===== config.mk =====
export PLATFORM = sky130hd
export DESIGN_NAME = id_ex_pipeline_reg
export DESIGN_NICKNAME = d
export VERILOG_FILES = /design/src/rtl/id_ex_pipeline_reg.sv
export SDC_FILE = /design/constraint.sdc
export NUM_CORES = 1
export LEC_CHECK = 0
export BUFFER_PORTS_ARGS = -buffer_cell sky130_fd_sc_hd__buf_2
export CELL_PAD_IN_SITES_DETAIL_PLACEMENT = 0
export CELL_PAD_IN_SITES_GLOBAL_PLACEMENT = 1
export CORE_ASPECT_RATIO = 1.1
export CORE_MARGIN = 1.5
export CORE_UTILIZATION = 34
export DETAILED_ROUTE_END_ITERATION = 7
export GPL_ROUTABILITY_DRIVEN = 0
export PLACE_DENSITY_LB_ADDON = 0.1
export SLEW_MARGIN = 20
export SYNTH_ARGS = -nofsm -noshare
export SYNTH_HDL_FRONTEND = slang
export SYNTH_SLANG_ARGS = --single-unit

===== constraint.sdc =====
create_clock -name clk -period 0.8 [get_ports clk]
set_input_delay 0.08 -clock clk [delete_from_list [all_inputs] [get_ports clk]]
set_output_delay 0.08 -clock clk [all_outputs]
set_load 0.02 [all_outputs]

===== src/rtl/id_ex_pipeline_reg.sv =====
`default_nettype none
// ============================================================================
// Module      : id_ex_pipeline_reg
// Description : ID/EX pipeline register placed directly after the
//               decode/control stage. It captures the decoded control bundle,
//               the operands, the immediate, the PC and the register addresses,
//               and presents them to EX one cycle later. It supports:
//                 - holding its contents while EX is stalled,
//                 - inserting a bubble when a branch or jump redirects (flush),
//                 - inserting a bubble when a load-use hazard is detected,
//                   and driving load_use_stall_o back to IF/ID.
//
// Parameters  : XLEN    datapath width (pc, rs1/rs2 data, imm)
//               CTRL_W  packed control bundle width. The bundle layout is
//                       fixed at 17 bits, so this must not be overridden:
//                       {reg_write, mem_to_reg, mem_write, mem_read, branch,
//                        alu_src, alu_src_b[1:0], jump[1:0], alu_op[3:0],
//                        funct3[2:0]}  (MSB..LSB)
//
// Ports       : clk, rst_n             clock, asynchronous active-low reset
//               stall_i                downstream stall: hold every EX output
//               flush_i                redirect: kill the instruction entering EX
//               id_valid_i             ID holds a real instruction
//               id_ctrl_i              control bundle from the control unit
//               id_pc_i, id_rs1_data_i, id_rs2_data_i, id_imm_i
//                                      XLEN-wide datapath values from ID
//               id_rs1_i, id_rs2_i, id_rd_i
//                                      5-bit register addresses from ID
//               ex_valid_o             EX holds a real instruction
//               ex_ctrl_o, ex_pc_o, ex_rs1_data_o, ex_rs2_data_o, ex_imm_o,
//               ex_rs1_o, ex_rs2_o, ex_rd_o
//                                      registered copies presented to EX
//               load_use_stall_o       combinational: hold PC and IF/ID now
//
// Build macro : ID_EX_LOAD_USE_DETECT_EN
//               When defined, load-use detection and bubble insertion are
//               enabled. When undefined, load_use_stall_o is tied to 0 and the
//               register obeys only flush_i > stall_i > load. Hazards must
//               then be resolved externally.
//
// Revision    : 1.0  initial release
// ============================================================================
module id_ex_pipeline_reg #(
    parameter int XLEN   = 32,
    parameter int CTRL_W = 17
) (
    input  logic              clk,
    input  logic              rst_n,
    input  logic              stall_i,
    input  logic              flush_i,
    input  logic              id_valid_i,
    input  logic [CTRL_W-1:0] id_ctrl_i,
    input  logic [XLEN-1:0]   id_pc_i,
    input  logic [XLEN-1:0]   id_rs1_data_i,
    input  logic [XLEN-1:0]   id_rs2_data_i,
    input  logic [XLEN-1:0]   id_imm_i,
    input  logic [4:0]        id_rs1_i,
    input  logic [4:0]        id_rs2_i,
    input  logic [4:0]        id_rd_i,
    output logic              ex_valid_o,
    output logic [CTRL_W-1:0] ex_ctrl_o,
    output logic [XLEN-1:0]   ex_pc_o,
    output logic [XLEN-1:0]   ex_rs1_data_o,
    output logic [XLEN-1:0]   ex_rs2_data_o,
    output logic [XLEN-1:0]   ex_imm_o,
    output logic [4:0]        ex_rs1_o,
    output logic [4:0]        ex_rs2_o,
    output logic [4:0]        ex_rd_o,
    output logic              load_use_stall_o
);

    logic load_use_stall;
    logic bubble;

`ifdef ID_EX_LOAD_USE_DETECT_EN
    // Bit positions inside the packed control bundle.
    localparam int CTRL_MEM_WRITE     = 14;
    localparam int CTRL_MEM_READ      = 13;
    localparam int CTRL_BRANCH        = 12;
    localparam int CTRL_ALU_SRC       = 11;
    localparam int CTRL_ALU_SRC_B_LSB = 9;
    localparam int CTRL_JUMP_LSB      = 7;

    logic [1:0] id_alu_src_b;
    logic [1:0] id_jump;
    logic       id_alu_src;
    logic       id_mem_write;
    logic       id_branch;
    logic       ex_mem_read;
    logic       rs1_used;
    logic       rs2_used;
    logic       rd_live;
    logic       rs1_hit;
    logic       rs2_hit;

    always_comb begin
        id_alu_src_b = id_ctrl_i[CTRL_ALU_SRC_B_LSB +: 2];
        id_jump      = id_ctrl_i[CTRL_JUMP_LSB +: 2];
        id_alu_src   = id_ctrl_i[CTRL_ALU_SRC];
        id_mem_write = id_ctrl_i[CTRL_MEM_WRITE];
        id_branch    = id_ctrl_i[CTRL_BRANCH];
        ex_mem_read  = ex_ctrl_o[CTRL_MEM_READ];

        // LUI/AUIPC select a non-register A operand and JAL ignores rs1, so
        // the rs1 field of those instructions holds immediate bits and must
        // not be treated as a dependency.
        rs1_used = !((id_alu_src_b != 2'b00) || (id_jump == 2'b01));
        // rs2 is only read when the ALU takes its B operand from a register,
        // or when it is store data or a branch comparand.
        rs2_used = !id_alu_src || id_mem_write || id_branch;

        // A load into x0 is architecturally discarded, so it never blocks.
        rd_live = ex_valid_o && ex_mem_read && (ex_rd_o != 5'd0);
        rs1_hit = rs1_used && (ex_rd_o == id_rs1_i);
        rs2_hit = rs2_used && (ex_rd_o == id_rs2_i);

        // This stays visible even under flush or stall. When a flush is in
        // progress the upstream stages are being killed anyway.
        load_use_stall = rd_live && id_valid_i && (rs1_hit || rs2_hit);
    end
`else
    assign load_use_stall = 1'b0;
`endif

    // A flush always wins. A load-use bubble is only inserted when EX is
    // free to advance. Once the bubble is inserted, ex_valid_o is 0, so
    // detection drops and ID re-issues on the following edge.
    assign bubble = flush_i || (!stall_i && load_use_stall);

    always_ff @(posedge clk or negedge rst_n) begin
        if (!rst_n) begin
            ex_valid_o    <= 1'b0;
            ex_ctrl_o     <= '0;
            ex_pc_o       <= '0;
            ex_rs1_data_o <= '0;
            ex_rs2_data_o <= '0;
            ex_imm_o      <= '0;
            ex_rs1_o      <= '0;
            ex_rs2_o      <= '0;
            ex_rd_o       <= '0;
        end else if (bubble) begin
            ex_valid_o    <= 1'b0;
            ex_ctrl_o     <= '0;
            ex_pc_o       <= '0;
            ex_rs1_data_o <= '0;
            ex_rs2_data_o <= '0;
            ex_imm_o      <= '0;
            ex_rs1_o      <= '0;
            ex_rs2_o      <= '0;
            ex_rd_o       <= '0;
        end else if (!stall_i) begin
            ex_valid_o    <= id_valid_i;
            // Zeroing the control bundle for an invalid slot keeps the
            // invariant that an invalid EX slot never carries a live
            // write/read/branch/jump.
            ex_ctrl_o     <= id_valid_i ? id_ctrl_i : '0;
            ex_pc_o       <= id_pc_i;
            ex_rs1_data_o <= id_rs1_data_i;
            ex_rs2_data_o <= id_rs2_data_i;
            ex_imm_o      <= id_imm_i;
            ex_rs1_o      <= id_rs1_i;
            ex_rs2_o      <= id_rs2_i;
            ex_rd_o       <= id_rd_i;
        end
    end

    assign load_use_stall_o = load_use_stall;

endmodule
`default_nettype wire

==> impl_metrics.json, run 1 <==
{
  "clkTransAtPathRegs_ps": 70,
  "yosys.cell_types.count": 13,
  "fp.dieH_um": 148,
  "crit_buf_inv": 1,
  "hold_end": "ex_pc_o[17]",
  "reg2reg_slack_ps": -90,
  "ios": 327,
  "overflow": 0,
  "worstPathMaxFanout": 2,
  "path_delay_family": "flip-flops",
  "layout_common_cells": "buf_6, dlygate4sd3_1, dfrtp_1, buf_2, nor2_1",
  "hold_class": "in -> reg",
  "worstSetupPathType": "reg -> out",
  "r2r_cells": 3,
  "tns_ps": -38650,
  "drive_above_1_share_pct": 42.0,
  "antenna_found_initial": 0,
  "grt_pass1_vias": 6549,
  "clock_latency_ps": 410,
  "syn-num-nets": 673,
  "top_usage_layer": "met2",
  "slew_viol_final": 0,
  "period_minus_slack_ps": 1070,
  "core-area_sq_um": 18500,
  "antenna_cells": 0,
  "clock_path_buffers": 2,
  "grt_use_total_pct": 21.4,
  "timing.rr.end": "ex_imm_o[19]",
  "grt_max_degree": 41,
  "syn-instance-count": 508,
  "setup_violations": 225,
  "area_growth_pct": 91.8,
  "rr_startpoint": "ex_imm_o[19]",
  "outcome": "finished with violations",
  "post_drt_wl_per_cell_um": 16.4,
  "cts_root_buffer": "clkbuf_16",
  "worst_slack_ps": -274,
  "fmax_ghz": 0.931,
  "p_leak_nw": 6.50,
  "fin_skew_ps": 0,
  "drt_wl_total_um": 21700,
  "drv_cap": 0,
  "worstHoldStart": "flush_i",
  "dp_hpwl_um": 13600,
  "vias_per_cell": 4.55,
  "cts_buffers": 17,
  "powerDensity_nw_per_um2": 1780,
  "crit_slowest_cell": "dfrtp_1",
  "peakVddDrop_v": 0.00135,
  "hold_viol": 0,
  "grt_use_met3_pct": 6.00,
  "endpoint_kind": "output pin",
  "violations": "negative setup slack",
  "port_buffers": 325,
  "gr-usage-met2_pct": 38.2,
  "cts_sinks": 161,
  "cts_tree": "built",
  "synth.cell_area_sq_um": 6470,
  "nFillCells": 1357,
  "start_util_pct": 34.9,
  "finalNetCount": 1237,
  "die_w_um": 135,
  "layout_commonest_cell": "buf_6",
  "grtUsageMet1_pct": 24.0,
  "avgSynthCellArea_sq_um": 12.7,
  "cts_max_level": 4,
  "holdPathStages": 3,
  "route.antenna.remaining_nets": 0,
  "synth-seq-cells": 161,
  "max_stage_delay_ps": 430,
  "cp_cell_sequence": "buf_6",
  "drc": 0,
  "arrival_ps": 990,
  "synth_warnings": 0,
  "grt_pass1_wl_um": 33300,
  "startpoint_type": "register",
  "drtIter0Drc": 218,
  "dpl.cell_count": 1064,
  "seq_area_frac_synth_pct": 62.3,
  "dr.pass1.iters": 6,
  "die_area_sq_um": 19900,
  "fp-row-count": 52,
  "via_count": 6038,
  "rsz0062_at_grt": "true",
  "final_cell_count_no_fill": 1328,
  "required_ps": 720,
  "min_period_over_period_pct": 134
}
[sequential cells by signal (all words and copies together) (netlist names)]
register and flops:
ex_ctrl_o 17, ex_imm_o 32, ex_pc_o 32, ex_rd_o 5, ex_rs1_data_o 32, ex_rs1_o 5
ex_rs2_data_o 32, ex_rs2_o 5, ex_valid_o 1
[synthesized netlist by cell type (all sizes together)]
master,instances,area [sq um]
a32o,17,170
conb,1,3.75
nor2b,2,12.5
inv,1,3.75
mux2i,144,1440
nor2,144,541
clkbuf,12,45.0
buf,26,224
dfrtp,161,4030
[through the flow]
| step | setup slack, ps | util, % | hold WS (ps) | instance area, sq um | power, mW |
|---|---|---|---|---|---|
| floorplan | -18.6 | - | -216 | 6520 | 10.5 |
| global placement | -184 | 46.0 | -70.2 | 8530 | 11.9 |
| detailed placement | -205 | 46.0 | -72.2 | 8530 | 11.9 |
| CTS | -284 | 65.0 | 30.3 | 12000 | 22.1 |
| global route | -308 | 66.9 | 42.3 | 12400 | 23.0 |
| finish | -274 | 66.9 | 54.2 | 12400 | 22.1 |
[tightest hold or removal path: stages]
cell,delay [ps]
buf_4,140
buf_4,160
nor2_1,50
[report_power, final]
group,leakage [nW],switching (mW),internal (mW)
combinational,4.04,1.95,2.51
clock,0.308,3.31,5.43
sequential,2.14,0.360,8.59
[worst max-delay path by stage]
stage                            from               end  cells after the start
after detailed placement      stall_i  ex_rs1_data_o[9]                      4
after global routing      ex_pc_o[10]       ex_pc_o[10]                      1
after CTS                 ex_imm_o[0]       ex_imm_o[0]                      1
final                     ex_pc_o[10]       ex_pc_o[10]                      1
after floorplan            id_valid_i      ex_ctrl_o[0]                      4
after global placement        stall_i  ex_rs2_data_o[1]                      4
[kinds of logic after synthesis]
kind of cell	share of synthesized area, %
AO/OA/AOI/OAI	2.63
buffers and inverters	4.22
flip-flops	62.3
multiplexers	22.3
other	0.0580
AND/OR/NAND/NOR	8.55
[routing by layer]
metal	up-vias	routed length, um
met1	2906	8440
met4	0	698
met5	-	0
met3	45	1430
met2	250	11200
li1	2837	-
[final cells by class]
type	count	area, sq um	share of cell area, %
well taps	243	304	2.45
clock inverters	11	176	1.42
clock buffers	21	460	3.71
multi-input cells	308	2180	17.6
inverters	1	3.75	0.0302
repair buffers	583	5250	42.3
flip-flops and latches	161	4030	32.5
[timing repair]
action	4_1_cts	5_1_grt
resized for setup	322	23
pin swaps	3	18
hold endpoints to repair	322	0
endpoints found under the setup margin	161	201
setup buffers	33	45
hold buffers	162	0
Power figures use the tool's default switching activity.
==> run 2: changes to the inputs <==
--- a/config.mk
+++ b/config.mk
@@ -14,6 +14,7 @@
 export DETAILED_ROUTE_END_ITERATION = 7
 export GPL_ROUTABILITY_DRIVEN = 0
 export PLACE_DENSITY_LB_ADDON = 0.1
+export REMOVE_ABC_BUFFERS = 1
 export SLEW_MARGIN = 20
 export SYNTH_ARGS = -nofsm -noshare
 export SYNTH_HDL_FRONTEND = slang
==> run 2 against run 1 <==
  * The flow still finishes with violations (negative setup slack)
  * Worst setup slack improved by 17 ps
  * Sequential power hardly changed
  * Clock skew unchanged
  * Combinational power barely moved
  * Global-route usage shrank 0.15 points
  * Cell count up 0.53%
  * Via count increased by 0.36%
  * Register-to-register slack about the same
  * Sequential share of layout area is 0.13 points lower
  * Critical endpoint is now ex_imm_o[14]
  * Largest power group is now the clock network
==> impl_metrics.json, run 2 (synthesized netlist as in run 1, its figures left out) <==
{
  "die_w_um": 135,
  "p_leak_nw": 6.54,
  "cts_sinks": 161,
  "violations": "negative setup slack",
  "path_delay_family": "flip-flops",
  "drv_cap": 0,
  "drc": 0,
  "cts_root_buffer": "clkbuf_16",
  "powerDensity_nw_per_um2": 1820,
  "slew_viol_final": 0,
  "hold_class": "in -> async",
  "nFillCells": 1397,
  "route.antenna.remaining_nets": 0,
  "grtUsageMet1_pct": 22.5,
  "area_growth_pct": 92.6,
  "clock_latency_ps": 420,
  "grt_max_degree": 73,
  "hold_viol": 0,
  "cts_tree": "built",
  "port_buffers": 325,
  "worst_slack_ps": -258,
  "ios": 327,
  "seqCellArea_sq_um": 4030,
  "multi_input_area_sq_um": 2180,
  "outcome": "finished with violations",
  "fp-row-count": 52,
  "cts_max_level": 4,
  "worstPathMaxFanout": 2,
  "fmax_ghz": 0.946,
  "dr.pass1.iters": 4,
  "overflow": 0,
  "worstSetupPathType": "reg -> out",
  "drive_above_1_share_pct": 42.5,
  "drtIter0Drc": 205,
  "startpoint": "ex_imm_o[14]",
  "start_util_pct": 34.9,
  "grt_use_met3_pct": 5.97,
  "crit_slowest_cell": "dfrtp_1",
  "setup_violations": 236,
  "layout_commonest_cell": "buf_6",
  "rr_startpoint": "ex_pc_o[22]",
  "clock_path_buffers": 2,
  "fin_skew_ps": 0,
  "tns_ps": -39920,
  "rsz0062_at_grt": "true",
  "grt_pass1_vias": 6482,
  "arrival_ps": 980,
  "core-area_sq_um": 18500,
  "antenna_found_initial": 0,
  "antenna_cells": 0,
  "top_usage_layer": "met2",
  "grt_pass1_wl_um": 32800,
  "max_stage_delay_ps": 410,
  "gr-usage-met2_pct": 39.5,
  "required_ps": 720,
  "vias_per_cell": 4.54,
  "drt_wl_total_um": 21500,
  "peakVddDrop_v": 0.00134,
  "clkTransAtPathRegs_ps": 60,
  "endpoint_kind": "output pin",
  "grt_use_total_pct": 21.3,
  "post_drt_wl_per_cell_um": 16.1,
  "startpoint_type": "register",
  "reg2reg_slack_ps": -90,
  "fp.dieH_um": 148,
  "worst_pin_slew_ps": 809,
  "crit_buf_inv": 1,
  "slew_headroom_pct": 45.8,
  "period_minus_slack_ps": 1060,
  "dp_hpwl_um": 13800,
  "layout_common_cells": "buf_6, dlygate4sd3_1, dfrtp_1, buf_2, nor2_1",
  "dp_slack_ps": -378,
  "power_mw": 22.6,
  "finalNetCount": 1244,
  "min_period_over_period_pct": 132,
  "cp_cell_sequence": "buf_6",
  "cts_buffers": 17,
  "die_area_sq_um": 19900,
  "via_count": 6060
}
run 2: path summary, 6_finish.rpt:
kind                                     end  cells after the start
min reg2reg                     ex_ctrl_o[3]                      1
min in group clk                 ex_pc_o[24]                      3
max reg2reg                      ex_pc_o[22]                      3
max                             ex_imm_o[14]                      1
max in group asynchronous       ex_imm_o[22]                      3
min                        ex_rs2_data_o[11]                      2
run 2: routing by layer:
| layer | vias up | part of all wire (%) | wire (um) |
|---|---|---|---|
| met5 | - | 0 | 0 |
| li1 | 2856 | - | - |
| met2 | 222 | 55 | 11800 |
| met1 | 2944 | 37 | 7890 |
| met3 | 38 | 5.9 | 1270 |
| met4 | 0 | 2.6 | 564 |
run 2: power by group:
part | internal [mW] | total (mW) | leakage, nW | switching (mW)
clock network | 5.95 | 9.25 | 0.328 | 3.30
logic | 2.51 | 4.45 | 4.07 | 1.94
registers | 8.59 | 8.94 | 2.14 | 0.348
run 2: area by class of cell:
type                    count  area share (%)
repair buffers            590            42.3
flip-flops and latches    161            32.3
multi-input cells         308            17.5
clock buffers              19            3.55
well taps                 243            2.44
clock inverters            13            1.84
inverters                   1          0.0301
run 2: through the flow:
stage | utilization (%) | hold slack, ps | area, sq um | cells
final | 67.2 | 92.2 | 12500 | 1335
after global routing | 67.2 | 109 | 12500 | 1335
after CTS | 64.9 | 84.0 | 12000 | 1287
after detailed placement | 46.0 | -28.6 | 8520 | 1066
after global placement | 46.0 | -30.8 | 8520 | 1066
after floorplan | - | -216 | 6200 | 470
run 2: timing repair:
| action | in CTS | in global routing |
|---|---|---|
| pin swaps | 0 | 9 |
| hold buffers | 162 | 0 |
| setup buffers | 27 | 55 |
| hold endpoints to repair | 322 | 0 |
| gates resized for setup | 322 | 19 |
| setup endpoints to repair | 161 | 196 |
==> run 3: changes to the inputs <==
==> constraint.sdc (replaced) <==
create_clock -name clk -period 0.8 [get_ports clk]
set_input_delay 0.12 -clock clk [delete_from_list [all_inputs] [get_ports clk]]
set_output_delay 0.12 -clock clk [all_outputs]
set_load 0.02 [all_outputs]
==> run 3 against run 2 <==
  * The run still ends with negative setup slack left
  * Maximum frequency decreased by 3.6%
  * Sequential power about the same
  * First-iteration DRC count decreased by 19%
  * Utilization decreased by 1.2 points
  * Sequential cell count unchanged
  * Cell area decreased by 1.8%
  * Non-clock buffer count decreased by 15
  * Clock-buffer cell count increased by 1
  * Combinational power decreased by 2%
  * Wire length decreased by 2.2%
==> impl_metrics.json, run 3 (synthesized netlist as in run 1, its figures left out) <==
{
  "outcome": "finished with violations",
  "violations": "negative setup slack",
  "p_leak_nw": 6.42,
  "setup_violations": 225,
  "rr_startpoint": "ex_imm_o[24]",
  "dp_hpwl_um": 13700,
  "startpoint": "ex_pc_o[27]",
  "worstHoldStart": "id_valid_i",
  "hold_viol": 0,
  "cts_buffers": 17,
  "layout_common_cells": "buf_6, dfrtp_1, dlygate4sd3_1, buf_2, nor2_1",
  "grt_pass1_vias": 6299,
  "crit_slowest_cell": "dfrtp_1",
  "drive_above_1_share_pct": 41.7,
  "route.antenna.remaining_nets": 0,
  "cts_root_buffer": "clkbuf_16",
  "endpoint_kind": "output pin",
  "fp.dieH_um": 148,
  "clkTransAtPathRegs_ps": 60,
  "fmax_ghz": 0.912,
  "clock_path_buffers": 2,
  "drtIter0Drc": 167,
  "drt_wl_total_um": 21100,
  "worstSetupPathType": "reg -> out",
  "worst_pin_slew_ps": 747,
  "cts_max_level": 4,
  "fp-row-count": 52,
  "core-area_sq_um": 18500,
  "seqCellArea_sq_um": 4030,
  "required_ps": 680,
  "fin_skew_ps": 0,
  "peakVddDrop_v": 0.00146,
  "post_drt_wl_per_cell_um": 16.0,
  "startpoint_type": "register",
  "min_period_over_period_pct": 137,
  "worstPathMaxFanout": 2,
  "layout_commonest_cell": "buf_6",
  "slew_headroom_pct": 50.0,
  "area_growth_pct": 89.2,
  "period_minus_slack_ps": 1100,
  "arrival_ps": 980,
  "port_buffers": 325,
  "finalNetCount": 1229,
  "cts_sinks": 161,
  "power_mw": 21.8,
  "start_util_pct": 34.9,
  "hold_class": "in -> reg",
  "dr.pass1.iters": 4,
  "path_delay_family": "flip-flops",
  "crit_buf_inv": 1,
  "overflow": 0,
  "whs_ps": 63.6,
  "worst_slack_ps": -297,
  "grt_pass1_wl_um": 32100,
  "cts_tree": "built",
  "final_util_pct": 66.0,
  "multi_input_area_sq_um": 2180,
  "grt_max_degree": 73,
  "antenna_cells": 0,
  "ios": 327,
  "die_area_sq_um": 19900,
  "die_w_um": 135,
  "vias_per_cell": 4.50,
  "antenna_found_initial": 0,
  "clock_latency_ps": 420,
  "powerDensity_nw_per_um2": 1780,
  "grt_use_total_pct": 20.8,
  "rsz0062_at_grt": "true",
  "tns_ps": -45880,
  "drc": 0,
  "nFillCells": 1442,
  "slew_viol_final": 0,
  "cp_cell_sequence": "buf_6",
  "max_stage_delay_ps": 410,
  "drv_cap": 0,
  "via_count": 5932
}
[run 3: cell count changes in the layout (fill, tap and decap cells not counted), sizes merged]
cell	previous run	this run
dlygate4sd3	162	161
inv	4	1
bufinv	6	4
buf	427	413
clkbuf	20	21
clkinv	3	5
[run 3: path summary, 6_finish.rpt]
kind / end / slack (ps) / depth (start not counted)
max: ex_pc_o[27] / -300 / 1
min: ex_valid_o / 60 / 4
max reg2reg: ex_imm_o[24] / -110 / 3
min reg2reg: ex_ctrl_o[10] / 520 / 1
max in group asynchronous: ex_rs1_data_o[25] / 150 / 3
min in group asynchronous: ex_rs1_data_o[26] / 130 / 2
[run 3: what timing repair did]
action                                  in CTS  in global routing
buffers inserted                            26                 43
endpoints found under the setup margin     161                192
pin swaps                                    0                 11
resized for setup                          322                 19
hold buffers                               161                  0
endpoints found under the hold margin      321                  0
[run 3: layout make-up]
| type | count | share of cell area, % |
|---|---|---|
| Inverter | 1 | 0.0307 |
| Timing Repair Buffer | 575 | 41.7 |
| Clock buffer | 20 | 3.73 |
| Multi-Input combinational cell | 308 | 17.8 |
| Sequential cell | 161 | 32.9 |
| Tap cell | 243 | 2.48 |
| Clock inverter | 10 | 1.31 |
[run 3: power breakdown]
part           leakage (nW)  switching (mW)  internal, mW
sequential             2.14           0.348          8.59
clock                 0.302            3.18          5.35
combinational          3.98            1.91          2.44
[run 3: worst min-delay path, cell delays in order]
cell,delay (ps)
buf_2,90
buf_4,90
mux2i_1,50
nor2_1,90
[run 3: routing by layer]
| layer | global-route usage, % | up-vias | part of all wire, % |
|---|---|---|---|
| met1 | 22.6 | 2863 | 38 |
| met2 | 38.2 | 203 | 54 |
| met5 | 0 | - | 0 |
| li1 | - | 2829 | - |
| met4 | 8.33 | 0 | 2.7 |
| met3 | 5.49 | 37 | 5.6 |
[run 3: per-stage QoR]
stage               worst slack [ps]  cells  instance area [sq um]
finish                          -297   1318                  12200
global route                    -329   1318                  12200
CTS                             -313   1280                  11900
detailed placement              -383   1063                   8450
global placement                -694   1063                   8450
floorplan                       -255    470                   6200
